--- config.mk ---
export PLATFORM = sky130hd
export DESIGN_NAME = forwarding_scoreboard_flat
export DESIGN_NICKNAME = d
export VERILOG_FILES = /design/src/rtl/forwarding_scoreboard_if.sv /design/src/rtl/forwarding_scoreboard.sv /design/src/flat_wrapper.sv
export SDC_FILE = /design/constraint.sdc
export NUM_CORES = 1
export LEC_CHECK = 0
export CAP_MARGIN = 20
export CORE_UTILIZATION = 56
export CTS_BUF_LIST = sky130_fd_sc_hd__clkbuf_4 sky130_fd_sc_hd__clkbuf_8
export DETAILED_ROUTE_END_ITERATION = 10
export HOLD_SLACK_MARGIN = 0.1
export PLACE_DENSITY = 0.86
export SYNTH_ARGS = -nofsm -noshare
export SYNTH_HDL_FRONTEND = slang
export SYNTH_SLANG_ARGS = --single-unit
--- constraint.sdc ---
create_clock -name clk -period 7.01 [get_ports clk]
set_clock_uncertainty 0.05 [all_clocks]
set_input_delay 1.402 -clock clk [delete_from_list [all_inputs] [get_ports clk]]
set_output_delay 1.402 -clock clk [all_outputs]
set_load 0.02 [all_outputs]
--- src/rtl/forwarding_scoreboard_if.sv ---
// Pipeline hazard bundle between the core's decode/execute/memory/writeback stages
// and the forwarding scoreboard: stage register addresses in, forward/stall controls out.
interface forwarding_scoreboard_if #(
  parameter int AW = 5,
  parameter int CW = 16
);
  logic [AW-1:0] Rs1D, Rs2D;
  logic [AW-1:0] Rs1E, Rs2E, RdE;
  logic          RegWriteE, MemReadE, LongOpE;
  logic [AW-1:0] RdM, RdW;
  logic          RegWriteM, RegWriteW;
  logic [1:0]    ForwardAE, ForwardBE;
  logic          LongDone;
  logic [AW-1:0] LongRd;
  logic          StallF, StallD, FlushE;
  logic [CW-1:0] StallCount;

  modport master (
    output Rs1D, Rs2D, Rs1E, Rs2E, RdE, RegWriteE, MemReadE, LongOpE,
           RdM, RdW, RegWriteM, RegWriteW,
    input  ForwardAE, ForwardBE, LongDone, LongRd, StallF, StallD, FlushE, StallCount
  );

  modport slave (
    input  Rs1D, Rs2D, Rs1E, Rs2E, RdE, RegWriteE, MemReadE, LongOpE,
           RdM, RdW, RegWriteM, RegWriteW,
    output ForwardAE, ForwardBE, LongDone, LongRd, StallF, StallD, FlushE, StallCount
  );
endinterface

--- src/rtl/forwarding_scoreboard.sv ---
// Hazard unit: operand forwarding select, load-use and long-latency-op stalls,
// a fixed-latency long-op tracker and a saturating stall counter.
module forwarding_scoreboard #(
  parameter int AW  = 5,
  parameter int LAT = 3,
  parameter int CW  = 16
) (
  input  logic                     clk,
  input  logic                     reset_n,
  forwarding_scoreboard_if.slave   bus
);
  localparam int NREG = 1 << AW;

  logic [LAT-1:0]  valid_reg;
  logic [AW-1:0]   rd_reg [LAT];
  logic [CW-1:0]   stall_count_reg;
  logic [NREG-1:0] hit [LAT-1];
  logic [NREG-1:0] pending;
  logic            load_use;
  logic            long_stall;
  logic            stall;
  logic            issue;

  // The last stage is completing this cycle and its result is forwardable,
  // so only stages 0..LAT-2 count as pending.
  genvar gi;
  for (gi = 0; gi < LAT - 1; gi++) begin : g_hit
    assign hit[gi] = valid_reg[gi] ? (NREG'(1) << rd_reg[gi]) : '0;
  end

  always_comb begin
    pending = '0;
    for (int i = 0; i < LAT - 1; i++) begin
      pending = pending | hit[i];
    end
  end

  function automatic logic [1:0] fwd_sel(
    input logic [AW-1:0] rs,
    input logic [AW-1:0] rdm,
    input logic          wem,
    input logic [AW-1:0] longrd,
    input logic          longdone,
    input logic [AW-1:0] rdw,
    input logic          wew
  );
    logic [1:0] sel;
    sel = 2'b00;
    if (rs == '0) begin
      sel = 2'b00;
    end else if (rs == rdm && wem) begin
      sel = 2'b10;
    end else if (rs == longrd && longdone) begin
      sel = 2'b11;
    end else if (rs == rdw && wew) begin
      sel = 2'b01;
    end
    return sel;
  endfunction

  always_comb begin
    load_use   = bus.MemReadE && (bus.RdE != '0) &&
                 ((bus.Rs1D == bus.RdE) || (bus.Rs2D == bus.RdE));
    long_stall = ((bus.Rs1D != '0) && pending[bus.Rs1D]) ||
                 ((bus.Rs2D != '0) && pending[bus.Rs2D]);
    stall      = load_use || long_stall;
    // A flushed EX slot is a bubble and must never enter the tracker.
    issue      = bus.LongOpE && bus.RegWriteE && !stall && (bus.RdE != '0);
  end

  assign bus.StallF     = stall;
  assign bus.StallD     = stall;
  assign bus.FlushE     = stall;
  assign bus.LongDone   = valid_reg[LAT-1];
  assign bus.LongRd     = rd_reg[LAT-1];
  assign bus.StallCount = stall_count_reg;
  assign bus.ForwardAE  = fwd_sel(bus.Rs1E, bus.RdM, bus.RegWriteM, rd_reg[LAT-1],
                                  valid_reg[LAT-1], bus.RdW, bus.RegWriteW);
  assign bus.ForwardBE  = fwd_sel(bus.Rs2E, bus.RdM, bus.RegWriteM, rd_reg[LAT-1],
                                  valid_reg[LAT-1], bus.RdW, bus.RegWriteW);

  always_ff @(posedge clk or negedge reset_n) begin
    if (!reset_n) begin
      valid_reg       <= '0;
      stall_count_reg <= '0;
      for (int i = 0; i < LAT; i++) begin
        rd_reg[i] <= '0;
      end
    end else begin
      valid_reg <= {valid_reg[LAT-2:0], issue};
      rd_reg[0] <= bus.RdE;
      for (int i = 1; i < LAT; i++) begin
        rd_reg[i] <= rd_reg[i-1];
      end
      if (stall && (stall_count_reg != '1)) begin
        stall_count_reg <= stall_count_reg + CW'(1);
      end
    end
  end
endmodule

--- src/flat_wrapper.sv ---
// flat-port wrapper written by rule: the top's interface ports become plain ports
module forwarding_scoreboard_flat 
#(
  parameter int AW  = 5,
  parameter int LAT = 3,
  parameter int CW  = 16
)
  (clk, reset_n, bus_Rs1D, bus_Rs2D, bus_Rs1E, bus_Rs2E, bus_RdE, bus_RegWriteE, bus_MemReadE, bus_LongOpE, bus_RdM, bus_RdW, bus_RegWriteM, bus_RegWriteW, bus_ForwardAE, bus_ForwardBE, bus_LongDone, bus_LongRd, bus_StallF, bus_StallD, bus_FlushE, bus_StallCount);
  forwarding_scoreboard_if #(.AW(AW), .CW(CW)) bus_i ();
  input  logic clk;
  input  logic reset_n;
  input wire logic [$bits(bus_i.Rs1D)-1:0] bus_Rs1D;
  input wire logic [$bits(bus_i.Rs2D)-1:0] bus_Rs2D;
  input wire logic [$bits(bus_i.Rs1E)-1:0] bus_Rs1E;
  input wire logic [$bits(bus_i.Rs2E)-1:0] bus_Rs2E;
  input wire logic [$bits(bus_i.RdE)-1:0] bus_RdE;
  input wire logic [$bits(bus_i.RegWriteE)-1:0] bus_RegWriteE;
  input wire logic [$bits(bus_i.MemReadE)-1:0] bus_MemReadE;
  input wire logic [$bits(bus_i.LongOpE)-1:0] bus_LongOpE;
  input wire logic [$bits(bus_i.RdM)-1:0] bus_RdM;
  input wire logic [$bits(bus_i.RdW)-1:0] bus_RdW;
  input wire logic [$bits(bus_i.RegWriteM)-1:0] bus_RegWriteM;
  input wire logic [$bits(bus_i.RegWriteW)-1:0] bus_RegWriteW;
  output wire logic [$bits(bus_i.ForwardAE)-1:0] bus_ForwardAE;
  output wire logic [$bits(bus_i.ForwardBE)-1:0] bus_ForwardBE;
  output wire logic [$bits(bus_i.LongDone)-1:0] bus_LongDone;
  output wire logic [$bits(bus_i.LongRd)-1:0] bus_LongRd;
  output wire logic [$bits(bus_i.StallF)-1:0] bus_StallF;
  output wire logic [$bits(bus_i.StallD)-1:0] bus_StallD;
  output wire logic [$bits(bus_i.FlushE)-1:0] bus_FlushE;
  output wire logic [$bits(bus_i.StallCount)-1:0] bus_StallCount;
  assign bus_i.Rs1D = bus_Rs1D;
  assign bus_i.Rs2D = bus_Rs2D;
  assign bus_i.Rs1E = bus_Rs1E;
  assign bus_i.Rs2E = bus_Rs2E;
  assign bus_i.RdE = bus_RdE;
  assign bus_i.RegWriteE = bus_RegWriteE;
  assign bus_i.MemReadE = bus_MemReadE;
  assign bus_i.LongOpE = bus_LongOpE;
  assign bus_i.RdM = bus_RdM;
  assign bus_i.RdW = bus_RdW;
  assign bus_i.RegWriteM = bus_RegWriteM;
  assign bus_i.RegWriteW = bus_RegWriteW;
  assign bus_ForwardAE = bus_i.ForwardAE;
  assign bus_ForwardBE = bus_i.ForwardBE;
  assign bus_LongDone = bus_i.LongDone;
  assign bus_LongRd = bus_i.LongRd;
  assign bus_StallF = bus_i.StallF;
  assign bus_StallD = bus_i.StallD;
  assign bus_FlushE = bus_i.FlushE;
  assign bus_StallCount = bus_i.StallCount;
  forwarding_scoreboard #(.AW(AW), .LAT(LAT), .CW(CW)) u_core (.clk(clk), .reset_n(reset_n), .bus(bus_i));
endmodule
After elaboration in Yosys (flattened, before gate mapping)
Index checks and enable logic that the tools add are counted.

Bits in registers: 34. Input bits: 42. Output and inout bits: 29.

Add/subtract/negate cells: 1. Magnitude comparators: 2. Equal/unequal tests: 9. Shift-type cells: 2. Multiplexer cells: 14. Bitwise operators: 1. Reduce and logical (&&, ||, !) cells: 23.

Operators with widths (count): $mux W32 (2); $shl A1 B5 Y32 const A (2); $eq A5 B5 Y1 (8); $or A32 B32 Y32 (1); $add A16 B1 Y16 const B (1); $ne A16 B16 Y1 const B (1); $reduce_bool A5 Y1 (3); $logic_and A1 B1 Y1 (14); $lt A5 B6 Y1 const B (2); $mux W2 (6); $bmux W1 S5 (2); $logic_not A5 Y1 (2); $mux W1 (4); $logic_or A1 B1 Y1 (3); $logic_not A1 Y1 (1).

Logic depth before layout (Yosys ltp)
Word-level depth: 11. Depth in mapped cells: 11.

Worst setup path after synthesis
Ideal clock, no wire load.

Path type: input to output. Start point: input port bus_Rs2D[1]. End point: output port bus_StallD. Data arrival time: 3.429 ns. Required time: 5.558 ns. Slack: 2.129 ns. Stages: 7. Cells stage by stage: buf_2 clkinv_1 mux4_2 and4b_4 a2111oi_4 nand4b_1 buf_4.

Cells in the longest elaborated chain, start to end: 5.

RTL lines: from (decl) (line flat_wrapper.sv:13) `input wire logic [$bits(bus_i.Rs2D)-1:0] bus_Rs2D;`; $bmux W1 S5 (line forwarding_scoreboard.sv:65) `((bus.Rs2D != '0) && pending[bus.Rs2D]);`; $mux W1 (implied by the code) (line forwarding_scoreboard.sv:65); $logic_and A1 B1 Y1 (line forwarding_scoreboard.sv:65); $logic_or A1 B1 Y1 (line forwarding_scoreboard.sv:64) `long_stall = ((bus.Rs1D != '0) && pending[bus.Rs1D]) ||`; $logic_or A1 B1 Y1 * (line forwarding_scoreboard.sv:66) `stall = load_use || long_stall;`; to (decl) (line flat_wrapper.sv:29) `output wire logic [$bits(bus_i.StallD)-1:0] bus_StallD;`.

Every way passes the cells marked *; elsewhere a longest branch is shown, timed or not. The select of a mux whose other input is x is not followed.

Final worst setup path
Start point: input port bus_Rs2D[1]. End point: output port bus_StallF.

Cells in the longest elaborated chain, start to end: 5.

RTL lines: $bmux W1 S5 (line forwarding_scoreboard.sv:65); $mux W1 (implied by the code) (line forwarding_scoreboard.sv:65); $logic_and A1 B1 Y1 (line forwarding_scoreboard.sv:65); $logic_or A1 B1 Y1 (line forwarding_scoreboard.sv:64); $logic_or A1 B1 Y1 * (line forwarding_scoreboard.sv:66); to (decl) (line flat_wrapper.sv:28) `output wire logic [$bits(bus_i.StallF)-1:0] bus_StallF;`.

Marks and branches as above.

==> results.py <==
metrics = {
    "drt": {
        "drc_errors": 0,
        "vias_per_cell": 6.71,
        "drt_wl_total_um": 8940,
        "post_drt_wl_per_cell_um": 19.8,
        "route.antenna.remaining_nets": 0,
        "first_pass_iters": 6,
        "initialDrtViolationCount": 359,
        "vias": 3034,
    },
    "critical_path": {
        "worstPathArrival_ns": 4.51,
        "r2r_start": "u_core.rd_reg[10]",
        "end_kind": "primary output",
        "r2r_cells": 8,
        "crit_type": "in -> out",
        "cp_max_fo": 8,
        "crit_path_start_kind": "primary input",
        "rr_endpoint": "u_core.bus.StallCount[1]",
        "reg2reg_setup_slack_ns": 3.80,
        "cp.required_ns": 5.56,
    },
    "synth": {
        "ys_types": 60,
        "yosys.area_share.simple_pct": 25.6,
        "synth_top_family_by_area": "simple AND/OR/NAND/NOR gates",
        "synth_compound_area_share_pct": 18.8,
        "synthAdderAreaFrac_pct": 0.422,
        "synth-seq-cells": 34,
        "synth-seq-area-share_pct": 28.7,
        "synth_area_mm2": 0.00297,
        "synth_mux_area_share_pct": 6.24,
        "synth-main-ff-cell": "dfrtp_1",
        "yosysWarnings": 0,
        "synth_edf_count": 0,
        "async_flop_share_pct": 100,
        "syn_avg_cell_area_um2": 9.30,
        "netlist_instances": 319,
        "syn_nets": 362,
        "synth-xor-area-share_pct": 15.9,
    },
    "global_routing": {
        "grt.total_usage_pct": 32.1,
        "use_met2_pct": 49.9,
        "gr-total-overflow": 0,
        "grt_max_degree": 35,
        "grtUsageMet3_pct": 8.17,
        "top_usage_layer": "met2",
        "antenna_found_initial": 0,
        "grt_pass1_vias": 2746,
        "grt_pass1_wl_um": 13500,
        "grtUsageMet1_pct": 43.9,
    },
    "timing": {
        "whs_ns": 0.453,
        "max_slew.worst_pin.slew_ns": 0.738,
        "tns_ns": 0,
        "clock.fmax_mhz": 168,
        "finalCritPeriodShare_pct": 85.0,
        "drv_slew": 0,
        "fin_crit_ns": 5.96,
        "rsz0062_at_grt": "false",
        "timing.final.ws_setup_ns": 1.05,
        "setup_violations": 0,
        "max_slew_margin_pct": 50.1,
        "hold_violations": 0,
    },
    "floorplan": {
        "fp.dieH_um": 74.8,
        "initial_core_util_pct": 58.1,
        "rows": 26,
        "coreArea_mm2": 0.00511,
        "ios": 71,
        "die-area_mm2": 0.00560,
        "die_w_um": 74.8,
    },
    "finish": {
        "layout-drive-gt1-share_pct": 7.59,
        "final_cells": 452,
        "largest_reg_flops": 16,
        "diodes": 0,
        "multi_input_area_mm2": 0.00199,
        "regArea_um2": 851,
        "nNetsFinal": 424,
        "fillerInstances": 389,
        "area_growth_pct": 28.1,
    },
    "clock_network": {
        "cts_buffers": 5,
        "cts_tree": "built",
        "htreeDepth": 2,
        "cts.repair.resized": 0,
        "clk_path_buf_depth": 2,
        "clkSlewWorstSetupHoldPaths_ns": 0.07,
        "cts-root-buf": "clkbuf_8",
        "cts_setup_buffers": 0,
        "cts_hold_buf": 0,
        "cts.sinks": 34,
        "clkLatencyLatePin_ns": 0.29,
    },
    "place": {
        "hpwl_um": 6730,
        "gp_congestion": 0.915,
        "port_buffers": 70,
        "dp_cells": 444,
        "pre_cts_ws_ns": 1.09,
    },
    "flow_run": {
        "max-cap-violations": 0,
    },
    "pwr": {
        "ir_drop_v": 0.000249,
        "p_per_area_mw_per_mm2": 218,
        "p_leak_nw": 1.41,
    },
    "worst_hold_path": {
        "hp-class": "reg -> reg",
        "hp-start": "u_core.bus.StallCount[6]",
        "min_to": "u_core.bus.StallCount[6]",
        "worstHoldPathCells": 1,
    },
    "run_status": {
        "status": "complete, no violations",
    },
}
-- cell usage after synthesis (3+ instances only) --
cell	instances	area share, %
xor2_1	39	12
dfrtp_1	34	29
nor2_1	18	2.3
o22ai_1	18	3.8
nand2_1	15	1.9
xnor2_1	15	4.4
a22oi_1	13	3.3
nor3_1	11	1.9
nand3_1	9	1.5
nor4_1	9	1.9
o221ai_1	8	2.4
buf_4	7	1.8
inv_1	7	0.89
nand2b_1	6	1.3
nand4_1	6	1.3
and3_1	5	1.1
clkbuf_1	5	0.63
mux2i_1	5	1.7
mux4_2	5	3.8
nand4b_1	5	1.5
o21ai_0	5	0.84
a21oi_1	4	0.67
a221oi_1	4	1.2
nor2b_1	4	0.84
o2111ai_1	4	1.2
or2_2	4	0.84
a211o_1	3	0.89
and2_1	3	0.63
and4bb_2	3	1.3
nor4b_1	3	0.89
or4_1	3	0.76
-- layout by cell type (no fill, tap or decap), types with 5 or more instances in the layout --
cell type and count:
xor2_1 39, a22oi_1 13, nand3_1 9, xnor2_1 15, nor2_1 18, o22ai_1 18, clkbuf_8 5, inv_1 7
nand4_1 6, and3_1 5, nand4b_1 5, nand2_1 15, o221ai_1 8, o21ai_0 5, nor3_1 11, mux2i_1 5
nor4_1 9, mux4_2 5, dfrtp_1 34, clkdlybuf4s50_1 70, nand2b_1 6
-- how the worst max path moves through the flow --
stage           startpoint          to  slack [ns]
3_5_place_dp   bus_Rs2D[1]  bus_StallF        1.09
3_3_place_gp   bus_Rs2D[1]  bus_StallF        1.17
5_1_grt        bus_Rs2D[1]  bus_StallD        0.91
6_report       bus_Rs2D[1]  bus_StallF        1.05
4_1_cts        bus_Rs2D[1]  bus_StallF        1.10
2_1_floorplan  bus_Rs2D[1]  bus_StallD        2.13
-- power breakdown --
| group | switching [mW] | internal [mW] | total (mW) |
|---|---|---|---|
| Combinational | 0.166 | 0.150 | 0.315 |
| Clock | 0.0776 | 0.143 | 0.220 |
| Sequential | 0.0579 | 0.237 | 0.295 |
-- layer usage --
layer	routed length (um)	vias to the layer above	part of all wire [%]
met3	1050	33	12
met1	3580	1421	40
li1	-	1356	-
met4	180	0	2.0
met5	0	-	0
met2	4130	224	46
-- cell families (layout without fill, tap and decap cells) --
family	Yosys count	in the layout
and+or+nand+nor	121	121
AOI/OAI and AO/OA	73	73
xor gates and xnor gates	54	54
DFF	34	34
buffers and inverters	24	87
muxes	12	12
adders and majority gates	1	1
-- cell type report --
type	instances	share of cell area, %
inverters	8	0.790
well taps	70	2.30
repair buffers	71	18.6
clock buffers	5	1.81
clock inverters	3	1.81
multi-input cells	261	52.3
flip-flops and latches	34	22.4
-- worst max-delay path, stage by stage --
cell and delay (ns):
clkdlybuf4s50_1 0.70, clkinv_1 0.37, mux4_2 0.52, and4b_4 0.20, a2111oi_4 0.38, nand4b_1 0.30
clkdlybuf4s50_1 0.63
-- metrics by stage --
step | power, mW | cell area (um^2) | utilization, %
after floorplan | 0.462 | 2970 | -
after detailed placement | 0.610 | 3660 | 71.7
after global routing | 0.871 | 3800 | 74.4
after CTS | 0.829 | 3800 | 74.4
final | 0.830 | 3800 | 74.4
after global placement | 0.599 | 3660 | 71.7
No activity file was read; power rests on OpenSTA's default activity.
